--- src/rtl/store_rmw_packer.sv ---
// MEM-stage store packer: narrows register data to word/half/byte and writes it
// to a word-wide memory without byte enables, using read-modify-write for sub-word stores.
module store_rmw_packer #(
   parameter int NBITS      = 32,
   parameter int ADDR_NBITS = 10
) (
   input  logic                  i_clk,
   input  logic                  i_reset,
   input  logic                  i_valid,
   output logic                  o_ready,
   input  logic [ADDR_NBITS-1:0] i_addr,
   input  logic [NBITS-1:0]      i_data,
   input  logic [1:0]            i_StoreMode,
   output logic [ADDR_NBITS-3:0] o_mem_addr,
   output logic                  o_mem_re,
   input  logic [NBITS-1:0]      i_mem_rdata,
   output logic                  o_mem_we,
   output logic [NBITS-1:0]      o_mem_wdata,
   output logic                  o_done,
   output logic                  o_misaligned
);

   typedef enum logic [2:0] {
      S_IDLE,
      S_READ,
      S_WAIT,
      S_WRITE,
      S_ERR
   } state_t;

   localparam logic [1:0] MODE_SW = 2'b00;
   localparam logic [1:0] MODE_SH = 2'b01;
   localparam logic [1:0] MODE_SB = 2'b10;

   state_t                  state, state_nxt;
   logic [1:0]              lane_q, lane_nxt;
   logic                    is_byte_q, is_byte_nxt;
   logic [15:0]             data_q, data_nxt;
   logic [ADDR_NBITS-3:0]   addr_nxt;
   logic [NBITS-1:0]        wdata_nxt;
   logic                    re_nxt, we_nxt, done_nxt, mis_nxt;
   logic                    illegal;
   logic [NBITS-1:0]        merged;

   assign o_ready = (state == S_IDLE);

   assign illegal = (i_StoreMode == 2'b11)
                  || (i_StoreMode == MODE_SH && i_addr[0])
                  || (i_StoreMode == MODE_SW && i_addr[1:0] != 2'b00);

   // Little-endian lane insert of the captured low data bits into the old word.
   always_comb begin
      merged = i_mem_rdata;
      if (is_byte_q)
         merged[{lane_q, 3'b000} +: 8] = data_q[7:0];
      else
         merged[{lane_q[1], 4'b0000} +: 16] = data_q;
   end

   // NOTE: every signal assigned here gets a default first, so no path can infer a latch.
   always_comb begin
      state_nxt   = state;
      lane_nxt    = lane_q;
      is_byte_nxt = is_byte_q;
      data_nxt    = data_q;
      addr_nxt    = o_mem_addr;
      wdata_nxt   = o_mem_wdata;
      re_nxt      = 1'b0;
      we_nxt      = 1'b0;
      done_nxt    = 1'b0;
      mis_nxt     = 1'b0;
      case (state)
         S_IDLE: begin
            if (i_valid) begin
               lane_nxt    = i_addr[1:0];
               is_byte_nxt = (i_StoreMode == MODE_SB);
               data_nxt    = i_data[15:0];
               addr_nxt    = i_addr[ADDR_NBITS-1:2];
               if (illegal) begin
                  state_nxt = S_ERR;
                  mis_nxt   = 1'b1;
               end else if (i_StoreMode == MODE_SW) begin
                  state_nxt = S_WRITE;
                  wdata_nxt = i_data;
                  we_nxt    = 1'b1;
                  done_nxt  = 1'b1;
               end else begin
                  state_nxt = S_READ;
                  re_nxt    = 1'b1;
               end
            end
         end
         S_READ:  state_nxt = S_WAIT;
         S_WAIT: begin
            state_nxt = S_WRITE;
            wdata_nxt = merged;
            we_nxt    = 1'b1;
            done_nxt  = 1'b1;
         end
         S_WRITE: state_nxt = S_IDLE;
         S_ERR:   state_nxt = S_IDLE;
         default: state_nxt = S_IDLE;
      endcase
   end

   // NOTE: sequential state uses non-blocking assignments so all registers update together.
   always_ff @(posedge i_clk or negedge i_reset) begin
      if (!i_reset) begin
         state        <= S_IDLE;
         lane_q       <= '0;
         is_byte_q    <= 1'b0;
         data_q       <= '0;
         o_mem_addr   <= '0;
         o_mem_wdata  <= '0;
         o_mem_re     <= 1'b0;
         o_mem_we     <= 1'b0;
         o_done       <= 1'b0;
         o_misaligned <= 1'b0;
      end else begin
         state        <= state_nxt;
         lane_q       <= lane_nxt;
         is_byte_q    <= is_byte_nxt;
         data_q       <= data_nxt;
         o_mem_addr   <= addr_nxt;
         o_mem_wdata  <= wdata_nxt;
         o_mem_re     <= re_nxt;
         o_mem_we     <= we_nxt;
         o_done       <= done_nxt;
         o_misaligned <= mis_nxt;
      end
   end

endmodule

--- config.mk ---
export PLATFORM = sky130hd
export DESIGN_NAME = store_rmw_packer
export DESIGN_NICKNAME = d
export VERILOG_FILES = /design/src/rtl/store_rmw_packer.sv
export SDC_FILE = /design/constraint.sdc
export NUM_CORES = 1
export LEC_CHECK = 0
export CORE_MARGIN = 10
export CORE_UTILIZATION = 29
export CTS_CLUSTER_DIAMETER = 100
export DETAILED_ROUTE_END_ITERATION = 10
export GPL_TIMING_DRIVEN = 1
export PLACE_DENSITY = 0.6
export SLEW_MARGIN = 5
export SYNTH_ARGS = -nofsm -noshare
export SYNTH_HDL_FRONTEND = slang
export SYNTH_SLANG_ARGS = --single-unit
--- constraint.sdc ---
create_clock -name i_clk -period 2.8 [get_ports i_clk]
set_input_delay 0.42 -clock i_clk [delete_from_list [all_inputs] [get_ports i_clk]]
set_output_delay 0.42 -clock i_clk [all_outputs]
set_load 0.01 [all_outputs]
After elaboration in Yosys (flattened, before gate mapping)
Cells that the tools add are included.
{ "classes": {"addsub": 2, "n_eq_ne": 8, "shift": 4, "muxes": 22, "n_reduce_logical": 10} }
{ "ops": {"columns": ["cell", "count"], "rows": [
  ["32-bit 2-to-1 mux", 4],
  ["32-bit bitwise mux", 2],
  ["32-bit case mux with 2 select lines", 1],
  ["16-bit by 7-bit variable shift with 32-bit output (first input constant)", 1],
  ["8-bit by 7-bit variable shift with 32-bit output (first input constant)", 1],
  ["16-bit by 7-bit indexed part select with 32-bit output", 1],
  ["8-bit by 7-bit indexed part select with 32-bit output", 1],
  ["5-bit negator with 7-bit output", 2],
  ["1-bit 2-to-1 mux", 10],
  ["3-bit case mux with 3 select lines", 1],
  ["3-bit 2-to-1 mux", 2],
  ["2-bit equality test (second input constant)", 2],
  ["2-bit != test (second input constant)", 2],
  ["4-bit AND reduction", 1],
  ["2-bit nonzero test", 2],
  ["3-bit by 1-bit equality test with 1-bit output (second input constant)", 1],
  ["3-bit by 2-bit equality test with 1-bit output (second input constant)", 1],
  ["3-bit zero test", 1],
  ["2-bit by 1-bit equality test with 1-bit output (second input constant)", 1],
  ["1-bit logical AND", 2],
  ["2-bit zero test", 1],
  ["1-bit logical OR", 2],
  ["2-bit 2-to-1 mux", 1],
  ["2-bit by 1-bit != test with 1-bit output (second input constant)", 1],
  ["2 further kinds", 2]
]} }
{ "totals": {"register_bits": 65, "input_bits": 79, "out_inout_bits": 45} }

Longest topological paths before layout
Gate-level depths: netlist (run 1).
{ "logic_depth": {"word_depth": 7, "mapped_depth": 9, "depth_no_buf": 6} }

Least setup slack after synthesis (run 1)
Ideal clock, no wire load.
{ "synth_path": {"kind": "reg-to-reg", "startpoint": "register lane_q[1]", "endpoint": "register o_mem_wdata[22]", "arrival_ns": 2.146, "required_ns": 2.721, "path_slack_ns": 0.574, "stages_incl_launch_ff": 10, "n_path_buf": 3, "synth_period_minus_slack_ns": 2.226, "cell_sequence": "dfrtp_1 -> buf_2 -> clkbuf_1 -> inv_1 -> ha_1 -> or3b_1 -> buf_6 -> o31ai_2 -> a32oi_1 -> mux2i_1"} }
{ "synth_between": {"elab_chain_cells": 5} }
{ "synth_rtl": {"columns": ["element", "line", "source"], "rows": [
  ["from (decl)", "36", "logic [1:0] lane_q, lane_nxt;"],
  ["from (signal assigned)", "121", "lane_q <= lane_nxt;"],
  ["5-bit negator with 7-bit output (on tied branches)", "57, 55", null],
  ["16-bit by 7-bit indexed part select with 32-bit output, or another cell as far along", "57", "merged[{lane_q[1], 4'b0000} +: 16] = data_q;"],
  ["32-bit bitwise mux (on tied branches)", "57, 55", null],
  ["32-bit 2-to-1 mux (*)", "54", "if (is_byte_q)"],
  ["32-bit case mux with 2 select lines (*)", "72", "case (state)"],
  ["to (signal assigned)", "125", "o_mem_wdata <= wdata_nxt;"],
  ["to (decl)", "18", "output logic [NBITS-1:0] o_mem_wdata,"]
]} }
Mark *: on every way between the ends. The rest lies on a longest branch, timed or not.
A chain may end at the register's enable or synchronous reset.

Worst setup path after layout (run 1)
{ "layout_path": {"startpoint": "register lane_q[0]", "endpoint": "register o_mem_wdata[30]"} }
{ "layout_between": {"elab_chain_cells": 5} }
{ "layout_rtl": {"columns": ["element", "line", "source"], "rows": [
  ["5-bit negator with 7-bit output (*)", "55", "merged[{lane_q, 3'b000} +: 8] = data_q[7:0];"],
  ["8-bit by 7-bit indexed part select with 32-bit output or 8-bit by 7-bit variable shift with 32-bit output (tied branches)", "55", null],
  ["32-bit bitwise mux (*)", "55", null],
  ["32-bit 2-to-1 mux (*)", "54", null],
  ["32-bit case mux with 2 select lines (*)", "72", null]
]} }
Marked as above.

==> impl_metrics.env, run 1 <==
export IMPL_drt_pass1_iter_count=4
export IMPL_syn_avg_cell_area_um2=9.45
export IMPL_cp_top_family="simple AND/OR/NAND/NOR gates"
export IMPL_ir_drop_mv=0.454
export IMPL_clock_latency_ns=0.33
export IMPL_hold_ws_ns=0.455
export IMPL_yosysWarningCount=0
export IMPL_drtIter0Drc=297
export IMPL_path_class="reg -> reg"
export IMPL_synth_simple_area_share=0.115
export IMPL_swShare=0.396
export IMPL_yosys_area_top_type_share=0.418
export IMPL_crit_chain="inv_1, ha_1, nand3b_1, nor4b_1, o22ai_1, mux2i_1"
export IMPL_slew_headroom=0.329
export IMPL_intPower_mw=3.79
export IMPL_worstPathArrival_ns=2.60
export IMPL_synthCells=412
export IMPL_outcome="finished clean"
export IMPL_hp_class="reg -> reg"
export IMPL_die_area_um2=18500
export IMPL_switchingPower_mw=2.48
export IMPL_cts_tree="yes"
export IMPL_pwr_density_cell_nw_per_um2=1120
export IMPL_placementRows=42
export IMPL_grt_antenna_before_repair=0
export IMPL_cts_buffers=9
export IMPL_post_synth_fa_ha_maj_area_fraction=0.0161
export IMPL_fin_crit_sh=0.839
export IMPL_pwr_share_seq=0.283
export IMPL_synth_xor_area_share=0
export IMPL_synth_area_mux_share=0.160
export IMPL_die_x_um=136
export IMPL_synth_seq_cells=65
export IMPL_overflow=0
export IMPL_ant_nets=0
export IMPL_fill_cells=1289
export IMPL_grt_pass1_vias=3661
export IMPL_synth_top_cells_by_area="dfrtp_1 (42%), mux2i_1 (11%), a21oi_1 (7.8%)"
export IMPL_synth_nets=496
export IMPL_setup_violations=0
export IMPL_netlist_area_um2=3890
export IMPL_min_to="state[1]"
export IMPL_synth_seq_area_share=0.418
export IMPL_cp_start_kind="flip-flop"
export IMPL_clockBufferDepth=2
export IMPL_slew_viol_final=0
export IMPL_path_buf_inv=1
export IMPL_slowest_delay_ns=0.61
export IMPL_rsz0062_at_grt="false"
export IMPL_min_path_cells=1
export IMPL_grt_max_degree=41
export IMPL_clockPowerShare=0.205
export IMPL_tightest_slew_ns=1.01
export IMPL_synth_top_family_by_area="compound AO/OA/AOI/OAI gates"
export IMPL_grt_pass1_wl_mm=20.8
export IMPL_dpl_hpwl_mm=9.79
export IMPL_hp_start="state[2]"
export IMPL_h_tree_depth=3
export IMPL_fin_skew_ns=0.00496
export IMPL_critPathCaptureType="flip-flop"
export IMPL_reg2reg_from="lane_q[0]"
export IMPL_path_clk_slew_ns=0.06
export IMPL_required_ns=3.05
export IMPL_routabilityCongestion=0.891
export IMPL_dieHeight_um=136
export IMPL_io_buffer_count=123
export IMPL_layout_nets=607
export IMPL_wl_per_cell_um=18.8
export IMPL_gr_usage_all_layers=0.141
export IMPL_design_area_um2=5580
export IMPL_synth_top_cell_by_area="dfrtp_1"
export IMPL_routed_via_count=3507
export IMPL_stdcell_count=703
export IMPL_r2r_end="o_mem_wdata[30]"
export IMPL_hold_viol=0
export IMPL_start_util=0.295
export IMPL_synth_compound_area_frac=0.214
export IMPL_finalWirelength_mm=13.2
export IMPL_regToRegSetupSlack_ns=0.45
export IMPL_drv_cap=0
export IMPL_timing_final_crit_period_ns=2.35
export IMPL_drive_above_1_share=0.102
export IMPL_yosysUniqueCellTypes=32
export IMPL_viasPerCell=4.99
export IMPL_place_area_um2=5240
export IMPL_cts_root_buf="clkbuf_16"
export IMPL_setup_tns_final_ns=0
export IMPL_p_leak_nw=2.41
export IMPL_worst_path_max_delay_cell="dfrtp_1"
export IMPL_io_pins=124
export IMPL_postCtsSetupBuffers=0
export IMPL_combPwrFrac=0.512
export IMPL_antenna_cells=0
export IMPL_coreArea_um2=13200
export IMPL_numClockSinks=65
export IMPL_path_max_fanout=15
export IMPL_fmax_ghz=0.426
export IMPL_syn_to_final_growth_pct=43.4
export IMPL_remaining_drc_errors=0
export IMPL_dpl_cell_count=687
export IMPL_r2r_cells=6
-- synth_stat cells --
library cell	instances
a211oi_1	4
a21oi_1	61
a32oi_1	1
and2_1	1
and3_1	2
buf_2	8
buf_4	3
buf_6	4
clkbuf_1	19
dfrtp_1	65
ha_1	5
inv_1	32
mux2_2	17
mux2i_1	43
nand2_1	43
nand2b_1	10
nand3_1	8
nand3_2	1
nand3b_1	2
nand4bb_1	1
nor2_1	3
nor2b_1	2
nor3_1	1
nor4_4	1
nor4b_1	1
o211ai_1	29
o21ai_0	14
o221ai_1	21
o22ai_1	1
o31ai_2	1
or3b_1	2
or3b_2	6
-- cell usage in the layout (no fill, tap or decap), types with 2 or more instances in the layout --
cell and n:
clkdlybuf4s50_1 122, dfrtp_1 64, a21oi_1 61, mux2i_1 43
nand2_1 42, inv_1 32, o211ai_1 29, o221ai_1 21
mux2_2 17, o21ai_0 14, nand2b_1 10, buf_4 10
clkbuf_16 9, nand3_1 8, or3b_2 6, ha_1 5
a211oi_1 4, nor2_1 3, bufinv_16 3, nand3b_1 2
or3b_1 2, and3_1 2, nor2b_1 2, clkinv_2 2
-- cells by family (layout without fill, tap and decap cells) --
| logic type | count (synthesis) | in the layout |
|---|---|---|
| buffers and inverters | 66 | 181 |
| DFF | 65 | 65 |
| AOI/OAI and AO/OA | 132 | 132 |
| muxes | 60 | 60 |
| adders and majority gates | 5 | 5 |
| and+or+nand+nor | 84 | 84 |
-- per-stage QoR --
stage / total power [mW] / worst slack [ns] / util
2_1_floorplan: 3.68 / 0.574 / -
3_3_place_gp: 4.94 / 0.511 / 0.397
3_5_place_dp: 5.02 / 0.480 / 0.397
4_1_cts: 6.33 / 0.441 / 0.423
5_1_grt: 6.73 / 0.264 / 0.423
6_report: 6.27 / 0.451 / 0.423
-- routing by layer --
metal / vias up / GRT usage / routed length (µm) / share of wire
met4: 0 / 0.0302 / 131 / 0.0099
met5: - / 0 / 0 / 0
met2: 126 / 0.231 / 6290 / 0.48
met3: 10 / 0.0480 / 1080 / 0.081
li1: 1712 / - / - / -
met1: 1659 / 0.176 / 5720 / 0.43
-- worst reg2reg max path: stages, from the launching register on --
cell and delay [ns]:
dfrtp_1 0.61, inv_1 0.18, ha_1 0.37, nand3b_1 0.38, nor4b_1 0.37, o22ai_1 0.20
mux2i_1 0.16
-- power by group through the flow --
stage / clock network (mW) / logic, mW / registers, mW
final: 1.29 / 3.21 / 1.78
after global routing: 1.36 / 3.54 / 1.84
after CTS: 1.31 / 3.24 / 1.78
after detailed placement: 0 / 3.23 / 1.79
after global placement: 0 / 3.17 / 1.77
after floorplan: 0 / 1.86 / 1.81
-- worst max-delay path by stage --
| stage | startpoint | endpoint | slack, ns | cells after the start |
|---|---|---|---|---|
| 2_1_floorplan | lane_q[1] | o_mem_wdata[22] | 0.57 | 9 |
| 3_3_place_gp | lane_q[0] | o_mem_wdata[30] | 0.51 | 6 |
| 3_5_place_dp | lane_q[0] | o_mem_wdata[22] | 0.48 | 6 |
| 4_1_cts | lane_q[0] | o_mem_wdata[22] | 0.44 | 6 |
| 5_1_grt | lane_q[0] | o_mem_wdata[30] | 0.26 | 6 |
| 6_report | lane_q[0] | o_mem_wdata[30] | 0.45 | 6 |
-- flip-flops by register name, summed over array words and instances (netlist names) --
name and count:
o_mem_wdata 32, data_q 16, o_mem_addr 8, state 3, lane_q 2, is_byte_q 1
o_done 1, o_mem_re 1, o_misaligned 1
-- cell type report --
cell class                      count  area [µm²]  area share
Inverter                           32         120      0.0215
Multi-Input combinational cell    281        1970       0.353
Timing Repair Buffer              134        1310       0.235
Clock inverter                      6         108      0.0193
Clock buffer                        9         225      0.0403
Sequential cell                    65        1630       0.292
Tap cell                          176         220      0.0395
-- timing repair --
item	CTS	global route
hold endpoints to repair	11	0
hold buffers	1	0
gates resized for setup	0	0
Note: power is estimated with default switching activity, not from simulation.
==> run 2, diff against run 1 <==
==> constraint.sdc (replaced) <==
create_clock -name i_clk -period 2.2 [get_ports i_clk]
set_input_delay 0.33 -clock i_clk [delete_from_list [all_inputs] [get_ports i_clk]]
set_output_delay 0.33 -clock i_clk [all_outputs]
set_load 0.01 [all_outputs]
==> run 2 against run 1 <==
Net effect:
- total power is 25% higher
- sequential share of layout area is 0.23 points lower
- global-route usage is 0.55 points lower
- combinational power is 30% higher
- clock skew is 0.00097 ns higher
- die area stayed put
- worst setup slack worse by 0.20 ns
- first-iteration DRC count is 5.4% lower
- cell area is 0.78% higher
- wire length is 2.7% lower
- critical endpoint is now o_ready
- largest cell class unchanged
- largest power group unchanged
==> impl_metrics.env, run 2 (synthesis results as in run 1) <==
export IMPL_outcome="finished clean"
export IMPL_path_class="reg -> out"
export IMPL_slew_headroom=0.555
export IMPL_path_buf_inv=1
export IMPL_cts_buffers=9
export IMPL_pwr_density_cell_nw_per_um2=1400
export IMPL_grt_max_degree=64
export IMPL_grt_pass1_wl_mm=20.2
export IMPL_antenna_cells=0
export IMPL_slew_viol_final=0
export IMPL_crit_chain="nor3_1, clkdlybuf4s50_1"
export IMPL_final_cell_mix="clkdlybuf4s50_1 (122), dfrtp_1 (64), a21oi_1 (61)"
export IMPL_gr_usage_all_layers=0.136
export IMPL_clockBufferDepth=2
export IMPL_wl_per_cell_um=18.1
export IMPL_overflow=0
export IMPL_fin_crit_sh=0.888
export IMPL_tightest_slew_ns=0.667
export IMPL_top_register="o_mem_wdata"
export IMPL_path_max_fanout=6
export IMPL_cts_root_buf="clkbuf_16"
export IMPL_cts_tree="yes"
export IMPL_worstPathArrival_ns=1.62
export IMPL_coreArea_um2=13200
export IMPL_top_regs="o_mem_wdata (32), data_q (16), o_mem_addr (8)"
export IMPL_io_buffer_count=123
export IMPL_rsz0062_at_grt="false"
export IMPL_grt_pass1_vias=3828
export IMPL_io_pins=124
export IMPL_dp_slack_ns=0.193
export IMPL_drtIter0Drc=281
export IMPL_clock_latency_ns=0.33
export IMPL_drv_cap=0
export IMPL_p_leak_nw=2.44
export IMPL_timing_final_crit_period_ns=1.95
export IMPL_path_clk_slew_ns=0.06
export IMPL_start_util=0.295
export IMPL_layout_nets=614
export IMPL_syn_to_final_growth_pct=44.5
export IMPL_ir_drop_mv=0.814
export IMPL_stdcell_count=711
export IMPL_fmax_ghz=0.512
export IMPL_fin_skew_ns=0.00594
export IMPL_dieHeight_um=136
export IMPL_hp_class="reg -> reg"
export IMPL_postCtsSetupBuffers=0
export IMPL_layout_commonest_cell="clkdlybuf4s50_1"
export IMPL_h_tree_depth=3
export IMPL_viasPerCell=5.02
export IMPL_drt_pass1_iter_count=4
export IMPL_fin_ws_ns=0.246
export IMPL_cp_top_family="buffers and inverters"
export IMPL_place_area_um2=5300
export IMPL_largest_reg_flops=32
export IMPL_ant_nets=0
export IMPL_finalPower_mw=7.86
export IMPL_worst_path_max_delay_cell="clkdlybuf4s50_1"
export IMPL_slowest_delay_ns=0.59
export IMPL_numClockSinks=65
export IMPL_remaining_drc_errors=0
export IMPL_required_ns=1.87
export IMPL_cp_start_kind="flip-flop"
export IMPL_design_area_um2=5630
export IMPL_finalWirelength_mm=12.9
export IMPL_dpl_cell_count=694
export IMPL_routabilityCongestion=0.889
export IMPL_critPathCaptureType="output port"
export IMPL_die_area_um2=18500
export IMPL_routed_via_count=3571
export IMPL_placementRows=42
export IMPL_setup_tns_final_ns=0
export IMPL_dpl_hpwl_mm=9.73
export IMPL_grt_antenna_before_repair=0
export IMPL_setup_violations=0
export IMPL_drive_above_1_share=0.118
export IMPL_hold_viol=0
export IMPL_die_x_um=136
==> run 2: cell types whose count changed in the layout (fill, tap and decap cells not counted), sizes merged <==
| cell | change |
|---|---|
| buf | +7 |
| bufinv | -2 |
| clkinv | +1 |
| inv | +2 |
==> run 2: layer usage <==
layer / routed length, µm / GRT usage / up-vias
met5: 0 / 0 / -
met1: 5410 / 0.163 / 1720
met4: 174 / 0.0337 / 0
met3: 994 / 0.0458 / 13
met2: 6290 / 0.228 / 110
li1: - / - / 1728
==> run 2: worst paths after layout <==
| kind | endpoint | slack (ns) | from | cells after the start |
|---|---|---|---|---|
| worst max-delay path | o_ready | 0.25 | state[1] | 2 |
| worst min-delay path | state[1] | 0.46 | state[2] | 1 |
| worst max register to register | o_mem_wdata[17] | 0.27 | lane_q[1] | 6 |
| worst min register to register | state[1] | 0.46 | state[2] | 1 |
| max in group asynchronous | lane_q[1] | 0.98 | i_reset | 3 |
| min in group asynchronous | o_mem_addr[5] | 0.50 | i_reset | 2 |
==> run 2: area by class of cell <==
type,count,area [µm²]
flip-flops and latches,65,1630
inverters,32,120
fillers,1304,7560
multi-input cells,281,1970
clock inverters,7,77.6
repair buffers,141,1380
clock buffers,9,225
well taps,176,220
==> run 2: timing repair <==
| item | in CTS | in global routing |
|---|---|---|
| hold buffers | 1 | 0 |
| hold endpoints to repair | 15 | 0 |
| endpoints found under the setup margin | 0 | 10 |
| resized for setup | 0 | 2 |
==> run 2: through the flow <==
stage          utilization  hold WS [ns]
5_1_grt              0.426         0.467
3_3_place_gp         0.402         0.335
2_1_floorplan            -        0.0344
3_5_place_dp         0.402         0.349
4_1_cts              0.426         0.459
6_report             0.426         0.457
==> run 2: where the power goes <==
part | switching, mW | total (mW) | internal, mW | leakage [nW]
combinational | 2.16 | 4.16 | 2.00 | 1.54
sequential | 0.437 | 2.24 | 1.80 | 0.755
clock | 0.574 | 1.46 | 0.887 | 0.146
total | 3.17 | 7.86 | 4.69 | 2.44
==> RTL edit 1: new RTL, config.mk and constraints of run 1 <==
`NBITS`: 32 -> 28.
--- a/src/rtl/store_rmw_packer.sv
+++ b/src/rtl/store_rmw_packer.sv
@@ -1,7 +1,7 @@
 // MEM-stage store packer: narrows register data to word/half/byte and writes it
 // to a word-wide memory without byte enables, using read-modify-write for sub-word stores.
 module store_rmw_packer #(
-   parameter int NBITS      = 32,
+   parameter int NBITS      = 28,
    parameter int ADDR_NBITS = 10
 ) (
    input  logic                  i_clk,
Ports: changed (resized i_data, i_mem_rdata and o_mem_wdata); port bits go from 124 to 112. No check against the original RTL was run, so the function may have changed too.
==> RTL edit 1 against run 1 <==
Sequential cell count down 4. Setup slack better by 0.031 ns. Combinational power down 7.8%. Routed wire length down 13%. Area after synthesis down 6.9%. Count of clock-buffer cells in the layout up 2. Design area down 8.1%. Total power down 11%. Critical path type unchanged. Largest cell class unchanged.
==> RTL edit 1: results (changes against run 1) <==
metric	value	unit	change
status	finished, final reports clean		unchanged
highest fanout seen on the critical path	14		was 15
dpl hpwl	8550	um	was 9790 um
Post-Synthesis Mean Instance Area	9.61	um^2	was 9.45 um^2
Place WS	0.542	ns	was 0.480 ns
CP max stage cell	or3b_1		was dfrtp_1
WL/cell	17.7	um	was 18.8 um
count of different cell masters after synthesis	36		was 32
min Tclk post-route	2.32	ns	was 2.35 ns
share of cells above drive strength 1	9.50	%	was 10.2%
GP Congestion	0.838		was 0.891
met3 Use GR	5.49	%	was 4.80%
Final #Nets	555		was 607
final instance area	5130	um^2	was 5580 um^2
FF-to-FF End	o_mem_wdata[15]		was o_mem_wdata[30]
met3 wire length	873	um	was 1080 um
total length of routed met2 wires	5300	um	was 6290 um
crit path to	o_mem_wdata[15]		was o_mem_wdata[30]
buffering overhead	23.4	%	was 23.5%
Synth area leaders	dfrtp_1 42%, mux2i_1 12%, a21oi_1 6.9%		was dfrtp_1 42%, mux2i_1 11%, a21oi_1 7.8%
CLK BUF	11		was 9
flop2flop setup slack	0.48	ns	was 0.45 ns
worst stage delay on the critical path	0.64	ns	was 0.61 ns
Arrival @ worst endpoint	2.56	ns	was 2.60 ns
multi-input combinational area share	35.7	%	was 35.3%
GRT Total Usage	12.9	%	was 14.1%
met1 Track Usage GR	15.7	%	was 17.6%
comb_multi_in	257		was 281
Net Count, Synth	453		was 496
core area	12100	um^2	was 13200 um^2
antenna violations before repair	0		unchanged
WL met1	5220	um	was 5720 um
Vias	3198		was 3507
Reg area	1530	um^2	was 1630 um^2
FF+latch count	61		was 65
Placed Instances	635		was 687
Tightest Pin Transition	0.625	ns	was 1.01 ns
filler-free cell count of the finished design	652		was 703
sequential fraction of the synthesis area	42.1	%	was 41.8%
Largest regs	o_mem_wdata: 28 flops, data_q: 16 flops, o_mem_addr: 8 flops		was o_mem_wdata: 32 flops, data_q: 16 flops, o_mem_addr: 8 flops
Worst Skew	0.00967	ns	was 0.00496 ns
number of fill cells	1245		was 1289
vias in the first global route	3405		was 3661
Post-synth top cells	61 x dfrtp_1, 50 x a21oi_1, 43 x mux2i_1		was 65 x dfrtp_1, 61 x a21oi_1, 43 x mux2i_1, 43 x nand2_1, 32 x inv_1
## RTL edit 1: cell types whose count changed after synthesis, moves of 7 or more
cell	run 1	this run
mux2_2	17	9
nand2_1	43	34
o21ai_0	14	7
mux2_1	0	8
o211ai_1	29	13
a21oi_1	61	50
o21ai_1	0	10
o221ai_1	21	13
o211ai_2	0	8
## RTL edit 1: power by group
| group | switching [mW] | total (mW) | internal, mW | leakage (nW) |
|---|---|---|---|---|
| sequential | 0.311 | 1.64 | 1.33 | 0.713 |
| clock | 0.398 | 0.990 | 0.592 | 0.129 |
| combinational | 1.56 | 2.96 | 1.40 | 1.41 |
## RTL edit 1: cell families after synthesis
family                   after synthesis  synth area share, %
AO/OA/AOI/OAI                        112                 20.0
adder cells (fa/ha/maj)                5                 1.73
buffers and inverters                 59                 7.35
flip-flops                            61                 42.1
multiplexers                          60                 17.2
AND/OR/NAND/NOR                       80                 11.6
==> RTL edit 2: new RTL, flow settings as in run 1 <==
Made on the original files. Take the reset off `data_q`, `o_mem_addr` and `o_mem_wdata` and load them in a clocked block of their own.
--- a/src/rtl/store_rmw_packer.sv
+++ b/src/rtl/store_rmw_packer.sv
@@ -109,9 +109,6 @@
          state        <= S_IDLE;
          lane_q       <= '0;
          is_byte_q    <= 1'b0;
-         data_q       <= '0;
-         o_mem_addr   <= '0;
-         o_mem_wdata  <= '0;
          o_mem_re     <= 1'b0;
          o_mem_we     <= 1'b0;
          o_done       <= 1'b0;
@@ -120,9 +117,6 @@
          state        <= state_nxt;
          lane_q       <= lane_nxt;
          is_byte_q    <= is_byte_nxt;
-         data_q       <= data_nxt;
-         o_mem_addr   <= addr_nxt;
-         o_mem_wdata  <= wdata_nxt;
          o_mem_re     <= re_nxt;
          o_mem_we     <= we_nxt;
          o_done       <= done_nxt;
@@ -130,5 +124,11 @@
       end
    end
 
+   always_ff @(posedge i_clk) begin
+      data_q      <= data_nxt;
+      o_mem_addr  <= addr_nxt;
+      o_mem_wdata <= wdata_nxt;
+   end
+
 endmodule
 
Check against the original RTL: not equivalent (Yosys sat finds a counterexample within 4 cycles, from zero or initial values and one cycle with i_reset low).
==> RTL edit 2 against run 1 <==
Clock power decreased by 12%. Setup slack improved by 0.16 ns. Design area decreased by 4.0%. Critical path depth decreased by 1. Routed wire length decreased by 12%. Count of clock-buffer cells in the layout increased by 4. Total power decreased by 9.3%. Sequential cell count unchanged. Area after synthesis decreased by 5.8%. Critical path type unchanged. Critical endpoint is now o_mem_wdata[11].
==> RTL edit 2: results (changes against run 1) <==
metric	value	unit	change
status	finished, final reports clean		unchanged
Synth area leaders	edfxtp_1 46%, dfrtp_1 6.1%, a211oi_1 5.1%		was dfrtp_1 42%, mux2i_1 11%, a21oi_1 7.8%
Worst Skew	0.00682	ns	was 0.00496 ns
sequential share of power	31.2	%	was 28.3%
highest fanout seen on the critical path	16		was 15
vias in the first global route	3336		was 3661
Placed Instances	606		was 687
dpl hpwl	8530	um	was 9790 um
crit share post-route	78.0	%	was 83.9%
flop2flop setup slack	0.62	ns	was 0.45 ns
Synth Flop Type	edfxtp_1		was dfrtp_1
Post-synth EDFFs	56		was 0
share of cells above drive strength 1	9.33	%	was 10.2%
complex-gate fraction of the synthesized area	22.4	%	was 21.4%
sequential fraction of the synthesis area	52.0	%	was 41.8%
combinational power	2.77	mW	was 3.21 mW
Post-synth top cells	56 x edfxtp_1, 32 x nand2_1, 26 x nor2b_1		was 65 x dfrtp_1, 61 x a21oi_1, 43 x mux2i_1, 43 x nand2_1, 32 x inv_1
DR iter-0 viols	271		was 297
GRT Total Usage	13.4	%	was 14.1%
Place WS	0.463	ns	was 0.480 ns
Logic pwr share	48.7	%	was 51.2%
WL/cell	18.7	um	was 18.8 um
HP Class	primary input to asynchronous set/reset pin		was flop to flop
crit path to	o_mem_wdata[11]		was o_mem_wdata[30]
filler-free cell count of the finished design	622		was 703
[RTL edit 2: cell count changes after synthesis, moves of 11 or more]
cell      before  now
nand2_1       43   32
a21oi_1       61   11
o31ai_1        0   24
inv_1         32   21
nor2b_1        2   26
mux2i_1       43    8
o221ai_1      21    8
dfrtp_1       65    9
mux2_2        17    3
edfxtp_1       0   56
o211ai_1      29    0
a211oi_1       4   25
o21ai_0       14    2
[RTL edit 2: final cells by class]
| type | count | area, um^2 | area share (%) |
|---|---|---|---|
| timing repair buffer | 133 | 1320 | 24.6 |
| clock buffer | 13 | 260 | 4.86 |
| sequential | 65 | 1910 | 35.6 |
| inverter | 21 | 78.8 | 1.47 |
| clock inverter | 3 | 40.0 | 0.747 |
| tap | 172 | 215 | 4.02 |
| multi-input combinational | 215 | 1540 | 28.7 |
[RTL edit 2: routing by layer]
layer	vias up	part of all wire (%)	GRT usage, %
li1	1506	-	-
met1	1453	44	16.7
met2	116	46	20.2
met3	9	9.6	6.25
met4	0	0.73	3.55
met5	-	0	0
